**src/rtl/wide_mem_line_fetcher.sv**
```systemverilog
`default_nettype none
// ============================================================================
// Module      : wide_mem_line_fetcher
// Description : Read initiator for the 32-bit pixel memory. Fetches a run of
//               words under FIFO credit control, buffers the responses and
//               streams them out as bytes, LSB first, one per cycle.
// Revision    : 1.0 - initial release
// ============================================================================
module wide_mem_line_fetcher #(
  parameter int ADDR_W     = 18,
  parameter int FIFO_DEPTH = 4,
  parameter int LEN_W      = 16
) (
  input  logic              clk,
  input  logic              rst_n,
  input  logic              i_cmd_valid,
  output logic              o_cmd_ready,
  input  logic [ADDR_W-1:0] i_cmd_addr,
  input  logic [LEN_W-1:0]  i_cmd_len,
  output logic              o_mem_req_valid,
  input  logic              i_mem_req_ready,
  output logic              o_mem_req_we,
  output logic [ADDR_W-1:0] o_mem_req_addr,
  output logic [31:0]       o_mem_req_wdata,
  input  logic              i_mem_resp_valid,
  input  logic [31:0]       i_mem_resp_rdata,
  output logic              o_pix_valid,
  input  logic              i_pix_ready,
  output logic [7:0]        o_pix_data,
  output logic              o_pix_last,
  output logic              o_busy,
  output logic              o_done
);

  localparam int c_PTR_W = $clog2(FIFO_DEPTH);
  localparam int c_CNT_W = c_PTR_W + 1;
  localparam logic [c_CNT_W:0] c_DEPTH = (c_CNT_W + 1)'(FIFO_DEPTH);

  typedef enum logic [1:0] {
    S_IDLE  = 2'd0,
    S_ISSUE = 2'd1,
    S_DRAIN = 2'd2
  } state_t;

  state_t              r_state;
  logic                r_cmd_ready;
  logic                r_busy;
  logic                r_done;
  logic                r_len_zero;
  logic [ADDR_W-1:0]   r_addr;
  logic [LEN_W-1:0]    r_words_left;
  logic [c_CNT_W-1:0]  r_outstanding;

  logic [31:0]         r_fifo_mem [FIFO_DEPTH];
  logic [c_PTR_W-1:0]  r_wr_ptr;
  logic [c_PTR_W-1:0]  r_rd_ptr;
  logic [c_CNT_W-1:0]  r_fifo_count;

  logic                r_unp_valid;
  logic [31:0]         r_word;
  logic [1:0]          r_idx;
  logic                r_unp_last;
  logic [LEN_W-1:0]    r_load_left;

  logic                w_accept;
  logic [c_CNT_W:0]    w_credit_used;
  logic                w_req_valid;
  logic                w_issue;
  logic                w_push;
  logic                w_pop;
  logic                w_pix_hs;
  logic                w_unp_free;
  logic                w_last_hs;

  // Credits cover words already in the FIFO plus words still in flight, so a
  // response always has a slot even though the memory cannot be back-pressured.
  assign w_credit_used = {1'b0, r_fifo_count} + {1'b0, r_outstanding};
  assign w_accept      = (r_state == S_IDLE) && r_cmd_ready && i_cmd_valid;
  assign w_req_valid   = (r_state == S_ISSUE) && (r_words_left != '0) && (w_credit_used < c_DEPTH);
  assign w_issue       = w_req_valid && i_mem_req_ready;
  // A response nobody asked for is dropped rather than corrupting the FIFO.
  assign w_push        = i_mem_resp_valid && (r_outstanding != '0);
  assign w_pix_hs      = r_unp_valid && i_pix_ready;
  // Reload in the same cycle byte 3 leaves, so words stream without a bubble.
  assign w_unp_free    = !r_unp_valid || (w_pix_hs && (r_idx == 2'd3));
  assign w_pop         = w_unp_free && (r_fifo_count != '0);
  assign w_last_hs     = w_pix_hs && o_pix_last;

  assign o_cmd_ready     = r_cmd_ready;
  assign o_busy          = r_busy;
  assign o_done          = r_done;
  assign o_mem_req_valid = w_req_valid;
  assign o_mem_req_addr  = r_addr;
  assign o_mem_req_we    = 1'b0;
  assign o_mem_req_wdata = 32'd0;
  assign o_pix_valid     = r_unp_valid;
  assign o_pix_data      = r_word[8*r_idx +: 8];
  assign o_pix_last      = r_unp_valid && (r_idx == 2'd3) && r_unp_last;

  // Command sequencing: accept, issue requests, then wait for the last pixel.
  always_ff @(posedge clk or negedge rst_n) begin
    if (!rst_n) begin
      r_state      <= S_IDLE;
      r_cmd_ready  <= 1'b1;
      r_busy       <= 1'b0;
      r_done       <= 1'b0;
      r_len_zero   <= 1'b0;
      r_addr       <= '0;
      r_words_left <= '0;
    end else begin
      r_done <= 1'b0;
      case (r_state)
        S_IDLE: begin
          // cmd_ready stays low through the done cycle and returns after it.
          if (!r_cmd_ready) begin
            r_cmd_ready <= 1'b1;
          end else if (w_accept) begin
            r_cmd_ready  <= 1'b0;
            r_busy       <= 1'b1;
            r_addr       <= i_cmd_addr;
            r_words_left <= i_cmd_len;
            r_len_zero   <= (i_cmd_len == '0);
            r_state      <= (i_cmd_len == '0) ? S_DRAIN : S_ISSUE;
          end
        end
        S_ISSUE: begin
          if (w_issue) begin
            r_addr       <= r_addr + ADDR_W'(1);
            r_words_left <= r_words_left - LEN_W'(1);
            if (r_words_left == LEN_W'(1)) begin
              r_state <= S_DRAIN;
            end
          end
        end
        S_DRAIN: begin
          // The final pixel can only leave once every word was delivered,
          // so its handshake alone marks completion.
          if (r_len_zero || w_last_hs) begin
            r_done     <= 1'b1;
            r_busy     <= 1'b0;
            r_len_zero <= 1'b0;
            r_state    <= S_IDLE;
          end
        end
        default: begin
          r_state <= S_IDLE;
        end
      endcase
    end
  end

  // Requests accepted but not yet answered.
  always_ff @(posedge clk or negedge rst_n) begin
    if (!rst_n) begin
      r_outstanding <= '0;
    end else begin
      case ({w_issue, w_push})
        2'b10:   r_outstanding <= r_outstanding + c_CNT_W'(1);
        2'b01:   r_outstanding <= r_outstanding - c_CNT_W'(1);
        default: r_outstanding <= r_outstanding;
      endcase
    end
  end

  // Response FIFO storage; contents are don't-care while the count is zero.
  always_ff @(posedge clk) begin
    if (w_push) begin
      r_fifo_mem[r_wr_ptr] <= i_mem_resp_rdata;
    end
  end

  // Response FIFO pointers and occupancy.
  always_ff @(posedge clk or negedge rst_n) begin
    if (!rst_n) begin
      r_wr_ptr     <= '0;
      r_rd_ptr     <= '0;
      r_fifo_count <= '0;
    end else begin
      if (w_push) begin
        r_wr_ptr <= r_wr_ptr + c_PTR_W'(1);
      end
      if (w_pop) begin
        r_rd_ptr <= r_rd_ptr + c_PTR_W'(1);
      end
      case ({w_push, w_pop})
        2'b10:   r_fifo_count <= r_fifo_count + c_CNT_W'(1);
        2'b01:   r_fifo_count <= r_fifo_count - c_CNT_W'(1);
        default: r_fifo_count <= r_fifo_count;
      endcase
    end
  end

  // Unpacker: holds one word and steps through its bytes on each handshake.
  always_ff @(posedge clk or negedge rst_n) begin
    if (!rst_n) begin
      r_unp_valid <= 1'b0;
      r_word      <= '0;
      r_idx       <= 2'd0;
      r_unp_last  <= 1'b0;
      r_load_left <= '0;
    end else begin
      if (w_accept) begin
        r_load_left <= i_cmd_len;
      end else if (w_pop) begin
        r_load_left <= r_load_left - LEN_W'(1);
      end
      if (w_pop) begin
        r_unp_valid <= 1'b1;
        r_word      <= r_fifo_mem[r_rd_ptr];
        r_idx       <= 2'd0;
        r_unp_last  <= (r_load_left == LEN_W'(1));
      end else if (w_pix_hs) begin
        if (r_idx == 2'd3) begin
          r_unp_valid <= 1'b0;
        end else begin
          r_idx <= r_idx + 2'd1;
        end
      end
    end
  end

  // A read response must always be matched by an earlier request.
  a_resp_expected: assert property (@(posedge clk) disable iff (!rst_n)
    i_mem_resp_valid |-> (r_outstanding != '0));

endmodule
`default_nettype wire

```
**config.mk**
```make
export PLATFORM = sky130hd
export DESIGN_NAME = wide_mem_line_fetcher
export DESIGN_NICKNAME = d
export VERILOG_FILES = /design/src/rtl/wide_mem_line_fetcher.sv
export SDC_FILE = /design/constraint.sdc
export NUM_CORES = 1
export LEC_CHECK = 0
export CORE_MARGIN = 2
export CORE_UTILIZATION = 25
export CTS_BUF_LIST = sky130_fd_sc_hd__clkbuf_8
export CTS_CLUSTER_DIAMETER = 120
export DETAILED_ROUTE_END_ITERATION = 16
export GPL_ROUTABILITY_DRIVEN = 0
export SYNTH_ARGS = -nofsm -noshare
export SYNTH_HDL_FRONTEND = slang
export SYNTH_SLANG_ARGS = --single-unit
```
**constraint.sdc**
```tcl
create_clock -name clk -period 5.1 [get_ports clk]
set_clock_uncertainty 0.15 [all_clocks]
set_input_delay 0.51 -clock clk [delete_from_list [all_inputs] [get_ports clk]]
set_output_delay 0.51 -clock clk [all_outputs]
set_load 0.02 [all_outputs]
```
==> out/metrics.cfg, run 1 <==
[global_routing]
grtUsageTotal_pct = 11.1
grt_overflow_total = 0
grt_max_degree = 56
antenna_found_initial = 1
grt_pass1_vias = 6549
grt_pass1_wl_um = 37800

[power]
net-switching-power_mw = 2.25
p_int_mw = 4.35
power_frac_comb_pct = 32.3
p_seq_share_pct = 43.6
powerDensity_nw_per_um2 = 523
clkPwrFrac_pct = 24.1
peakVddDrop_mv = 0.350
power.leakage_nw = 4.64
switching_share_pct = 34.1

[floorplan]
io_pins = 137
die_h_um = 208
die_x_um = 208
initial_core_util_pct = 25.3
core_um2 = 40900
rows = 74
dieArea_um2 = 43100

[cts]
htreeDepth = 2
clk_latency_ns = 0.56
numCtsBuffers = 39
cts_tree = done
cts_sinks = 230
postCtsSetupBuffers = 0
root_buffer = clkbuf_8
clk_path_buf_depth = 3
clk_pin_slew_ns = 0.06

[placement]
portBuffers = 103
dp_hpwl_um = 15700
place_area_um2 = 11900

[logic_synthesis]
syn_inst = 750
synthTopCellsByCount = edfxtp_1 (128), dfrtp_1 (101), o21ai_0 (52)
synthArstFlopShare_pct = 44.3
synth.cell_area_um2 = 10400
synth_most_common_cell = edfxtp_1
ys_seq_elements = 230
syn_area_per_cell_um2 = 13.8
synth_edf_count = 128
synth_top_area_share_pct = 37.1
ys_top_cells_by_area = edfxtp_1 (37%), dfrtp_1 (24%), mux4_2 (8.7%), mux2_2 (3.5%), o21ai_0 (2.5%)
yosys.area.top_type = edfxtp_1
synth_flop_cell = edfxtp_1
yosys_warnings = 0
synth.distinct_cells = 59
seq_area_frac_synth_pct = 61.7

[layout]
fin_area_um2 = 12600
utilization_pct = 30.8
drive_gt1_share_pct = 17.6
antennaDiodeCount = 0
area_growth_pct = 21.6
nFillCells = 4131
final_nets = 953

[timing]
period_needed_ns = 3.59
tightestPinTransition_ns = 1.08
fin_setup_tns_ns = 0
setup_viol = 0
min_period_over_period_pct = 70.4
hold_viol_final = 0
maxSlewViolCount = 0
max_freq_mhz = 279
rsz0062_at_grt = false
fin_hold_ws_ns = 0.318
slew-limit-headroom_pct = 27.8

[routing]
drtIter0Drc = 458
ant_nets = 0
vias = 6502
via_per_inst = 4.56
firstDrtPassIters = 4
drc = 0
avgRoutedWirePerCell_um = 16.9
postRouteWirelength_um = 24000

[worst_setup_path]
worst_r2r_startpoint = r_fifo_count[1]$_DFFE_PN0P_
cp.arrival_ns = 2.93
cp-end-kind = primary output
crit_path_start_kind = register
rrSetupSlack_ns = 1.76
worstPathMaxFanout = 5
required_ns = 4.44
worstReg2RegEnd = o_mem_req_addr[11]$_DFFE_PN0P_
reg2regPathDepth = 7
critPathKind = reg2out

[hold_path]
min_path_type = reg2reg
min-delay-start = r_words_left[12]$_DFFE_PN0P_
holdPathStages = 1
holdPathEnd = r_words_left[12]$_DFFE_PN0P_

[status]
status = complete, no violations

[flow_run]
cap_viol_max_count = 0

==> cell type report <==
class                   instances  area, um2  area share (%)
clock buffers                  39        537            4.26
clock inverters                31        200            1.59
inverters                      20       75.1           0.595
multi-input cells             457       3600            28.6
flip-flops and latches        230       6400            50.7
well taps                     532        666            5.28
repair buffers                116       1130            8.95
==> routing by layer <==
metal	GRT usage, %	part of all wire [%]
met5	0	0.046
met4	3.08	2.0
met3	3.00	6.0
met2	16.9	45
met1	15.6	47
==> how the worst max path moves through the flow <==
stage	start	endpoint	slack, ns	depth (start not counted)
6_report	r_fifo_count[1]$_DFFE_PN0P_	o_mem_req_valid	1.51	4
5_1_grt	r_fifo_count[1]$_DFFE_PN0P_	o_mem_req_valid	1.28	4
4_1_cts	r_outstanding[1]$_DFFE_PN0P_	o_mem_req_valid	1.41	4
3_5_place_dp	r_fifo_count[1]$_DFFE_PN0P_	o_mem_req_addr[11]$_DFFE_PN0P_	1.78	7
3_3_place_gp	i_mem_req_ready	o_mem_req_addr[11]$_DFFE_PN0P_	1.83	7
2_1_floorplan	r_words_left[0]$_DFFE_PN0P_	r_outstanding[2]$_DFFE_PN0P_	2.24	11
==> what timing repair did <==
| action | CTS | global route |
|---|---|---|
| hold buffers | 1 | 0 |
| hold endpoints to repair | 47 | 0 |
| gates resized for setup | 0 | 0 |
==> registers in the layout (all words and copies together), names as in the netlist, 2 cells and up <==
| register | count |
|---|---|
| o_mem_req_addr | 18 |
| r_fifo_count | 3 |
| r_fifo_mem | 128 |
| r_idx | 2 |
| r_load_left | 16 |
| r_outstanding | 3 |
| r_rd_ptr | 2 |
| r_state | 2 |
| r_word | 32 |
| r_words_left | 16 |
| r_wr_ptr | 2 |
==> power by group through the flow <==
stage | Combinational, mW | Clock [mW] | Sequential, mW
floorplan | 1.59 | 0 | 2.73
global placement | 2.13 | 0 | 2.89
detailed placement | 2.15 | 0 | 2.92
CTS | 2.17 | 1.65 | 2.88
global route | 2.34 | 1.74 | 2.95
finish | 2.13 | 1.59 | 2.88
==> critical path, cell delays in order, from the launching register on <==
cell             delay (ns)
dfrtp_1                0.42
ha_1                   0.28
a311o_1                0.40
a2111oi_0              0.57
clkdlybuf4s50_1        0.72
==> logic make-up after synthesis <==
logic type	share of synthesized area, %
AO/OA/AOI/OAI	8.36
XOR/XNOR	2.11
buffers and inverters	4.93
flip-flops	61.7
adder cells (fa/ha/maj)	2.20
other	0.0361
AND/OR/NAND/NOR	8.25
multiplexers	12.4
==> through the flow <==
stage	worst slack, ns	total power, mW	instances
6_report	1.51	6.59	1425
5_1_grt	1.28	7.02	1425
4_1_cts	1.41	6.70	1425
3_5_place_dp	1.78	5.07	1354
3_3_place_gp	1.83	5.02	1354
2_1_floorplan	2.24	4.31	782
==> cells in the final DEF, fill, tap and decap left out, types with 5 or more instances in the layout <==
master,count
a21oi_2,12
inv_1,32
nand2_1,49
xnor2_1,14
or3_1,6
edfxtp_1,128
nor2_1,28
mux4_2,40
and3_1,6
conb_1,33
nor3_1,12
nand4_1,12
or4_1,6
buf_4,13
o22ai_1,6
dfrtp_1,99
xor2_1,11
clkinv_2,5
clkbuf_8,39
nand3_1,15
clkdlybuf4s50_1,102
a31oi_1,7
ha_1,15
o21ai_0,52
clkinv_1,8
nor4_1,13
mux2_2,32
a21oi_1,30
Note: power is estimated with default switching activity, not from simulation.
==> run 2, diff against run 1 <==
==> constraint.sdc (replaced) <==
create_clock -name clk -period 3.4 [get_ports clk]
set_clock_uncertainty 0.15 [all_clocks]
set_input_delay 0.34 -clock clk [delete_from_list [all_inputs] [get_ports clk]]
set_output_delay 0.34 -clock clk [all_outputs]
set_load 0.02 [all_outputs]
==> run 2 against run 1 <==
  * Die area stayed put
  * Critical path depth is 1 higher
  * Core utilization is 0.41 points higher
  * Count of clock-buffer cells in the layout grew 5
  * Global-route usage decreased by 0.13 points
  * Highest routed layer unchanged
  * Final area up 1.3%
  * Non-clock buffer count rose by 6
==> out/metrics.cfg, run 2 (synthesis results as in run 1) <==
[placement]
place_area_um2 = 11900
dp_hpwl_um = 15200
portBuffers = 103
dp_worst_setup_slack_ns = 0.342

[timing]
tightestPinTransition_ns = 0.995
hold_viol_final = 0
max_freq_mhz = 308
rsz0062_at_grt = false
setup_viol = 0
maxSlewViolCount = 0
slew-limit-headroom_pct = 33.1
period_needed_ns = 3.24
min_period_over_period_pct = 95.4
fin_setup_tns_ns = 0
setup_ws_ns = 0.155

[routing]
drc = 0
via_per_inst = 4.52
drtIter0Drc = 376
ant_nets = 0
postRouteWirelength_um = 23900
firstDrtPassIters = 6
avgRoutedWirePerCell_um = 16.6
vias = 6492

[layout]
mostFrequentLayoutCells = edfxtp_1 (128), clkdlybuf4s50_1 (102), dfrtp_1 (100)
final_common_cell = edfxtp_1
final_nets = 960
top_register = r_fifo_mem
drive_gt1_share_pct = 18.8
area_growth_pct = 23.2
fin_area_um2 = 12800
largest_register_ffs = 128

[power]
power_frac_comb_pct = 33.2
powerDensity_nw_per_um2 = 789
total_power_mw = 10.1
peakVddDrop_mv = 0.489
clkPwrFrac_pct = 25.2
switching_share_pct = 33.3
p_seq_share_pct = 41.6
power.leakage_nw = 4.74
p_int_mw = 6.73
net-switching-power_mw = 3.36

[worst_setup_path]
worst_r2r_startpoint = r_words_left[0]$_DFFE_PN0P_
crit_path_start_kind = register
critPathKind = reg2out
reg2regPathDepth = 11
cp.arrival_ns = 2.75
rrSetupSlack_ns = 0.27
required_ns = 2.91
worstPathMaxFanout = 5
cp-end-kind = primary output
worstReg2RegEnd = r_outstanding[2]$_DFFE_PN0P_

[flow_run]
cap_viol_max_count = 0

[floorplan]
initial_core_util_pct = 25.3
rows = 74
dieArea_um2 = 43100
die_x_um = 208
core_um2 = 40900
io_pins = 137
die_h_um = 208

[cts]
cts_sinks = 230
cts_tree = done
clk_pin_slew_ns = 0.06
clk_path_buf_depth = 3
clk_latency_ns = 0.56
numCtsBuffers = 40
root_buffer = clkbuf_8
htreeDepth = 2

[hold_path]
holdPathEnd = o_mem_req_addr[1]$_DFFE_PN0P_
min-delay-start = i_cmd_addr[1]
holdPathStages = 3
min_path_type = in2reg

[global_routing]
grt_overflow_total = 0
grt_pass1_vias = 6644
grt_pass1_wl_um = 37700
antenna_found_initial = 4
grt_max_degree = 66
grtUsageTotal_pct = 11.0

[status]
status = complete, no violations

run 2: cell count changes in the layout (fill, tap and decap cells not counted), moves of 3 or more:
cell and delta:
buf_4 +3, clkbuf_8 +5, buf_12 +3, clkinv_1 -5, inv_1 +4
run 2: area by class of cell:
type / count / area (um2)
diodes: 1 / 2.50
fillers: 4135 / 28100
well taps: 532 / 666
clock buffers: 44 / 606
repair buffers: 122 / 1210
inverters: 20 / 75.1
clock inverters: 30 / 199
multi-input cells: 457 / 3620
flip-flops and latches: 230 / 6400
run 2: power by group through the flow:
| stage | combinational, mW | sequential, mW | clock, mW |
|---|---|---|---|
| final | 3.35 | 4.20 | 2.54 |
| after global routing | 3.68 | 4.30 | 2.76 |
| after CTS | 3.40 | 4.21 | 2.62 |
| after detailed placement | 3.37 | 4.26 | 0 |
| after global placement | 3.32 | 4.23 | 0 |
| after floorplan | 2.38 | 4.09 | 0 |
run 2: how the worst max path moves through the flow:
stage                                      from                           end  cells after the start
floorplan           r_words_left[0]$_DFFE_PN0P_  r_outstanding[2]$_DFFE_PN0P_                     11
global placement    r_words_left[0]$_DFFE_PN0P_  r_outstanding[2]$_DFFE_PN0P_                     11
detailed placement  r_words_left[0]$_DFFE_PN0P_  r_outstanding[2]$_DFFE_PN0P_                     11
CTS                 r_fifo_count[1]$_DFFE_PN0P_               o_mem_req_valid                      5
global route        r_fifo_count[1]$_DFFE_PN0P_               o_mem_req_valid                      5
finish              r_fifo_count[1]$_DFFE_PN0P_               o_mem_req_valid                      5
run 2: timing repair:
action / 4_1_cts / 5_1_grt
cloned: 0 / 0
endpoints found under the setup margin: 1 / 1
hold endpoints to repair: 63 / 0
hold buffers: 1 / 0
buffers inserted: 0 / 0
gates resized for setup: 1 / 3
run 2: critical path: stages, from the launching register on:
cell             delay (ns)
dfrtp_1                0.42
ha_1                   0.29
a311o_1                0.39
a2111oi_2              0.33
buf_4                  0.17
clkdlybuf4s50_1        0.59
run 2: per-layer routing:
| layer | global-route usage [%] | vias up | share of wire [%] |
|---|---|---|---|
| met5 | 0 | - | 0.18 |
| met4 | 2.59 | 6 | 1.1 |
| met3 | 3.72 | 28 | 7.4 |
| met2 | 17.3 | 211 | 46 |
| met1 | 14.5 | 3231 | 45 |
| li1 | - | 3016 | - |
run 2: per-stage QoR:
stage	hold slack (ns)	util, %	std cells
2_1_floorplan	-0.106	-	782
3_3_place_gp	0.302	29.2	1360
3_5_place_dp	0.324	29.2	1360
4_1_cts	0.211	31.2	1435
5_1_grt	0.221	31.2	1435
6_report	0.247	31.2	1436
==> run 3, diff against run 2 <==
--- a/config.mk
+++ b/config.mk
@@ -5,6 +5,7 @@
 export SDC_FILE = /design/constraint.sdc
 export NUM_CORES = 1
 export LEC_CHECK = 0
+export ABC_CLOCK_PERIOD_IN_PS = 3400
 export CORE_MARGIN = 2
 export CORE_UTILIZATION = 25
 export CTS_BUF_LIST = sky130_fd_sc_hd__clkbuf_8
==> results of run 3 <==
No change in the layout: final DEF, timing and power equal those of run 2.
==> edit 1: new RTL, config.mk and constraints of run 2 <==
Reset style: synchronous (`rst_n`), changed in 4 clocked blocks.
--- a/src/rtl/wide_mem_line_fetcher.sv
+++ b/src/rtl/wide_mem_line_fetcher.sv
@@ -100,3 +100,3 @@
   // Command sequencing: accept, issue requests, then wait for the last pixel.
-  always_ff @(posedge clk or negedge rst_n) begin
+  always_ff @(posedge clk) begin
     if (!rst_n) begin
@@ -152,3 +152,3 @@
   // Requests accepted but not yet answered.
-  always_ff @(posedge clk or negedge rst_n) begin
+  always_ff @(posedge clk) begin
     if (!rst_n) begin
@@ -172,3 +172,3 @@
   // Response FIFO pointers and occupancy.
-  always_ff @(posedge clk or negedge rst_n) begin
+  always_ff @(posedge clk) begin
     if (!rst_n) begin
@@ -193,3 +193,3 @@
   // Unpacker: holds one word and steps through its bytes on each handshake.
-  always_ff @(posedge clk or negedge rst_n) begin
+  always_ff @(posedge clk) begin
     if (!rst_n) begin
Function: differs if rst_n is asserted again (counterexample within 4 cycles, from zero or initial values and one cycle with rst_n low); with rst_n held inactive, the same outputs for 4 cycles.
==> edit 1 against run 2 <==
  * Area after synthesis decreased by 0.94%
  * Power decreased by 16%
  * Sequential cell count unchanged
  * Setup slack improved by 170 ps
  * Cell area decreased by 2.3%
  * Register-to-register slack improved by 290 ps
  * Highest routed layer is now met4
  * Critical path type unchanged
  * Wire length increased by 5.4%
  * Combinational power decreased by 24%
  * Critical endpoint unchanged
==> edit 1: results (changes against run 2) <==
* Run status: completed (unchanged)
* Pre-CTS setup slack at 618 ps (was 342 ps)
* Largest net degree at the start of global routing at 55 (was 66)
* First-pass GRT wire length at 38,900 microns (was 37,700 microns)
* Vias/cell at 4.65 (was 4.52)
* All-layer global routing usage at 11.7% (was 11.0%)
* Cells after DPL at 1,491 (was 1,360)
* Synth cell count leaders: 128 x edfxtp_1, 128 x nand2_1, 102 x dfxtp_1 (was 128 x edfxtp_1, 101 x dfrtp_1, 52 x o21ai_0)
* Worst r2r path cells at 9 (was 11)
* Ranking of synthesized cells by area: edfxtp_1 37%, dfxtp_1 20%, mux4_2 8.8% (was edfxtp_1 37%, dfrtp_1 24%, mux4_2 8.7%)
* Hold WS at 258 ps (was 247 ps)
* Later-pin clock latency in the skew report at 540 ps (was 560 ps)
* CP endpoint: o_mem_req_valid (unchanged)
* Maximum VDD drop at 332 uV (was 489 uV)
* Share of cells above drive strength 1 at 11.9% (was 18.8%)
* Met1 Resource Use GR at 15.2% (was 14.5%)
* Syn_area_per_cell at 11.5 sq um (was 13.8 sq um)
* Min cycle time layout at 3070 ps (was 3240 ps)
* Rel. slew slack at 31.0% (was 33.1%)
* DR WL/cell at 16.1 microns (was 16.6 microns)
* Post-DP HPWL at 16,400 microns (was 15,200 microns)
* Met2 Track Usage GR at 19.6% (was 17.3%)
* Post-CTS Hold Buffers at 0 (was 1)
* CP max stage delay at 660 ps (was 590 ps)
* Met3 usage at 2.83% (was 3.72%)
* Leakage at 4.22 nW (was 4.74 nW)
* Share of the yosys chip area belonging to registers at 57.3% (was 61.7%)
* Synth unique cells at 63 (was 59)
* Drt pass-1 iters at 5 (was 6)
* Hold worst-path end: o_mem_req_addr[1] (unchanged)
* Combinational power share at 30.0% (was 33.2%)
* CP arrival at 2580 ps (was 2750 ps)
* Total CTS buffers at 39 (was 40)
* Vias in the first global route at 7,096 (was 6,644)
* Top Family by Delay on Critical Path: simple AND/OR/NAND/NOR gates (was buffers and inverters)
* Psw at 2.82 mW (was 3.36 mW)
* Sequential power share at 43.0% (was 41.6%)
* Reg2reg start: r_words_left[9] (was r_words_left[0])
* Initial antenna violation count at 1 (was 4)
* Nets@finish at 1,089 (was 960)
* CTS resizes at 0 (was 1)
* Diode count at 0 (was 1)
* Ys async rst share at 0% (was 44.3%)
* Crit path from: r_fifo_count[2] (was r_fifo_count[1])
* Reg-to-reg slack, setup at 560 ps (was 270 ps)
* Pwr/cell area at 676 nW/um^2 (was 789 nW/um^2)
* 1st-iter DRT viols at 490 (was 376)
* Post-layout instance area at 12,500 sq um (was 12,800 sq um)
* Final Instance Count excl. Fillers at 1,560 (was 1,436)
-- edit 1: cells by family (layout without fill, tap and decap cells) --
family	Yosys count	in the layout	share of synthesized area (%)
AO/OA/AOI/OAI	188	188	10.6
XOR/XNOR	24	24	2.05
adder cells (fa/ha/maj)	17	17	2.22
buffers and inverters	107	212	5.44
flip-flops	230	230	57.3
multiplexers	42	42	8.97
other	1	33	0.0365
AND/OR/NAND/NOR	282	282	13.4
-- edit 1: layer usage --
layer | wire length, microns | up-vias | part of all wire (%)
met5 | 0 | - | 0
met4 | 439 | 0 | 1.7
met3 | 1670 | 41 | 6.6
met2 | 12000 | 223 | 48
met1 | 11100 | 3547 | 44
li1 | - | 3440 | -
-- edit 1: cell type report --
type | instances | area, sq um
clock buffers | 44 | 606
well taps | 532 | 666
flip-flops and latches | 230 | 5890
repair buffers | 126 | 1200
clock inverters | 25 | 105
inverters | 17 | 63.8
fillers | 4201 | 28300
multi-input cells | 586 | 3960
==> edit 2: new RTL, settings of run 2 <==
Made on the original files. Set the parameter `LEN_W` to 64 (it was 16).
--- a/src/rtl/wide_mem_line_fetcher.sv
+++ b/src/rtl/wide_mem_line_fetcher.sv
@@ -11,3 +11,3 @@
   parameter int FIFO_DEPTH = 4,
-  parameter int LEN_W      = 16
+  parameter int LEN_W      = 64
 ) (
Ports: changed (resized i_cmd_len); port bits go from 137 to 185. The function was not compared with the original's and may differ.
==> edit 2 against run 2 <==
  * Sequential cell count is 96 higher
  * Area after synthesis is 58% higher
  * Power is 60% higher
  * Setup slack better by 35 ps
  * Sequential share of layout area is 6.3 points lower
  * Wire length is 100% higher
  * Cell area is 57% higher
==> edit 2: results (changes against run 2) <==
* Reg-to-reg slack, setup at 200 ps (was 270 ps)
* First-pass GRT wire length at 74,800 microns (was 37,700 microns)
* Run status: completed (unchanged)
* Leakage at 7.28 nW (was 4.74 nW)
* Sw Share at 38.1% (was 33.3%)
* Post-DP HPWL at 33,400 microns (was 15,200 microns)
* Metal-1 WL at 20,400 microns (was 10,800 microns)
* CP max stage delay at 530 ps (was 590 ps)
* Clock Power at 3.52 mW (was 2.54 mW)
* HP Class: input pin to asynchronous set/reset pin (was input pin to flop)
* 1st-iter DRT viols at 1,217 (was 376)
* Ys async rst share at 60.7% (was 44.3%)
* Routed met2 length at 22,600 microns (was 11,000 microns)
* Total CTS buffers at 56 (was 40)
* Buffers on Ports at 151 (was 103)
* Worst slew pin tran at 939 ps (was 995 ps)
* Seq. pwr at 6.84 mW (was 4.20 mW)
* Ys flop type: dfrtp_1 (was edfxtp_1)
* Nets@finish at 1,843 (was 960)
* Worst Path Max Fanout at 4 (was 5)
* Maximum VDD drop at 458 uV (was 489 uV)
* Later-pin clock latency in the skew report at 660 ps (was 560 ps)
* Synth unique cells at 69 (was 59)
* Placed Area at 19,000 sq um (was 11,900 sq um)
* Pre-CTS setup slack at 166 ps (was 342 ps)
* Share of the yosys chip area belonging to registers at 53.7% (was 61.7%)
* Worst path slowest cell: or4_4 (was clkdlybuf4s50_1)
* Hold WS at 106 ps (was 247 ps)
* Syn_area_per_cell at 10.7 sq um (was 13.8 sq um)
* All-layer global routing usage at 14.1% (was 11.0%)
* Routed wl met3 at 3890 microns (was 1770 microns)
* Share of cells above drive strength 1 at 11.8% (was 18.8%)
* Final WL at 48,400 microns (was 23,900 microns)
* Initial antenna violation count at 10 (was 4)
* Largest net degree at the start of global routing at 144 (was 66)
* Ranking of synthesized cells by area: dfrtp_1 30%, edfxtp_1 23%, mux4_2 5.5% (was edfxtp_1 37%, dfrtp_1 24%, mux4_2 8.7%)
* Min cycle time layout at 3210 ps (was 3240 ps)
* Vias/cell at 5.00 (was 4.52)
* DR WL/cell at 18.5 microns (was 16.6 microns)
* Cells after DPL at 2,503 (was 1,360)
* Max clock buf depth at 3 (unchanged)
* Vias in the first global route at 13,000 (was 6,644)
* Tot Pwr at 16.1 mW (was 10.1 mW)
* Top Family by Delay on Critical Path: simple AND/OR/NAND/NOR gates (was buffers and inverters)
-- edit 2: cell types whose count changed after synthesis, moves of 40 or more --
| cell | delta |
|---|---|
| nand2_1 | +167 |
| nor3_1 | +40 |
| nor2_1 | +74 |
| dfrtp_1 | +96 |
| o21ai_0 | +59 |
| a21oi_1 | +72 |
-- edit 2: layout make-up --
type	count	area [sq um]
antenna	3	7.51
tap	855	1070
clock inverter	37	189
timing repair buffer	200	1970
fill	6658	44600
inverter	19	71.3
multi-input combinational	1104	7070
sequential	326	8800
clock buffer	66	908
-- edit 2: per-layer routing --
layer	vias to the layer above	global-route usage (%)
met3	113	3.82
met1	6466	18.1
met5	-	0
met2	481	23.0
met4	14	4.97
li1	5980	-
-- edit 2: logic make-up (layout without fill, tap and decap cells) --
| family | Yosys count | count (layout) | synth area share, % |
|---|---|---|---|
| AOI/OAI and AO/OA | 343 | 343 | 12.8 |
| xor gates and xnor gates | 71 | 71 | 3.79 |
| adders and majority gates | 16 | 16 | 1.31 |
| buffers and inverters | 141 | 322 | 4.27 |
| DFF | 326 | 326 | 53.7 |
| muxes | 43 | 43 | 5.68 |
| other | 1 | 36 | 0.0229 |
| and+or+nand+nor | 598 | 598 | 18.4 |
-- edit 2: what timing repair did --
item | CTS | global route
gates cloned | 0 | 0
gates resized for setup | 5 | 3
hold buffers | 1 | 0
endpoints found under the hold margin | 62 | 0
setup endpoints to repair | 1 | 2
-- edit 2: worst paths after layout --
path / start / end / cells past startpoint
worst min-delay path: rst_n / r_load_left[56] / 2
max in group asynchronous: rst_n / r_load_left[5] / 3
worst max register to register: r_words_left[27] / r_outstanding[2] / 13
worst min register to register: r_word[19] / r_word[19] / 2
min in group clk: i_cmd_addr[1] / o_mem_req_addr[1] / 3
worst max-delay path: r_words_left[27] / o_mem_req_valid / 7
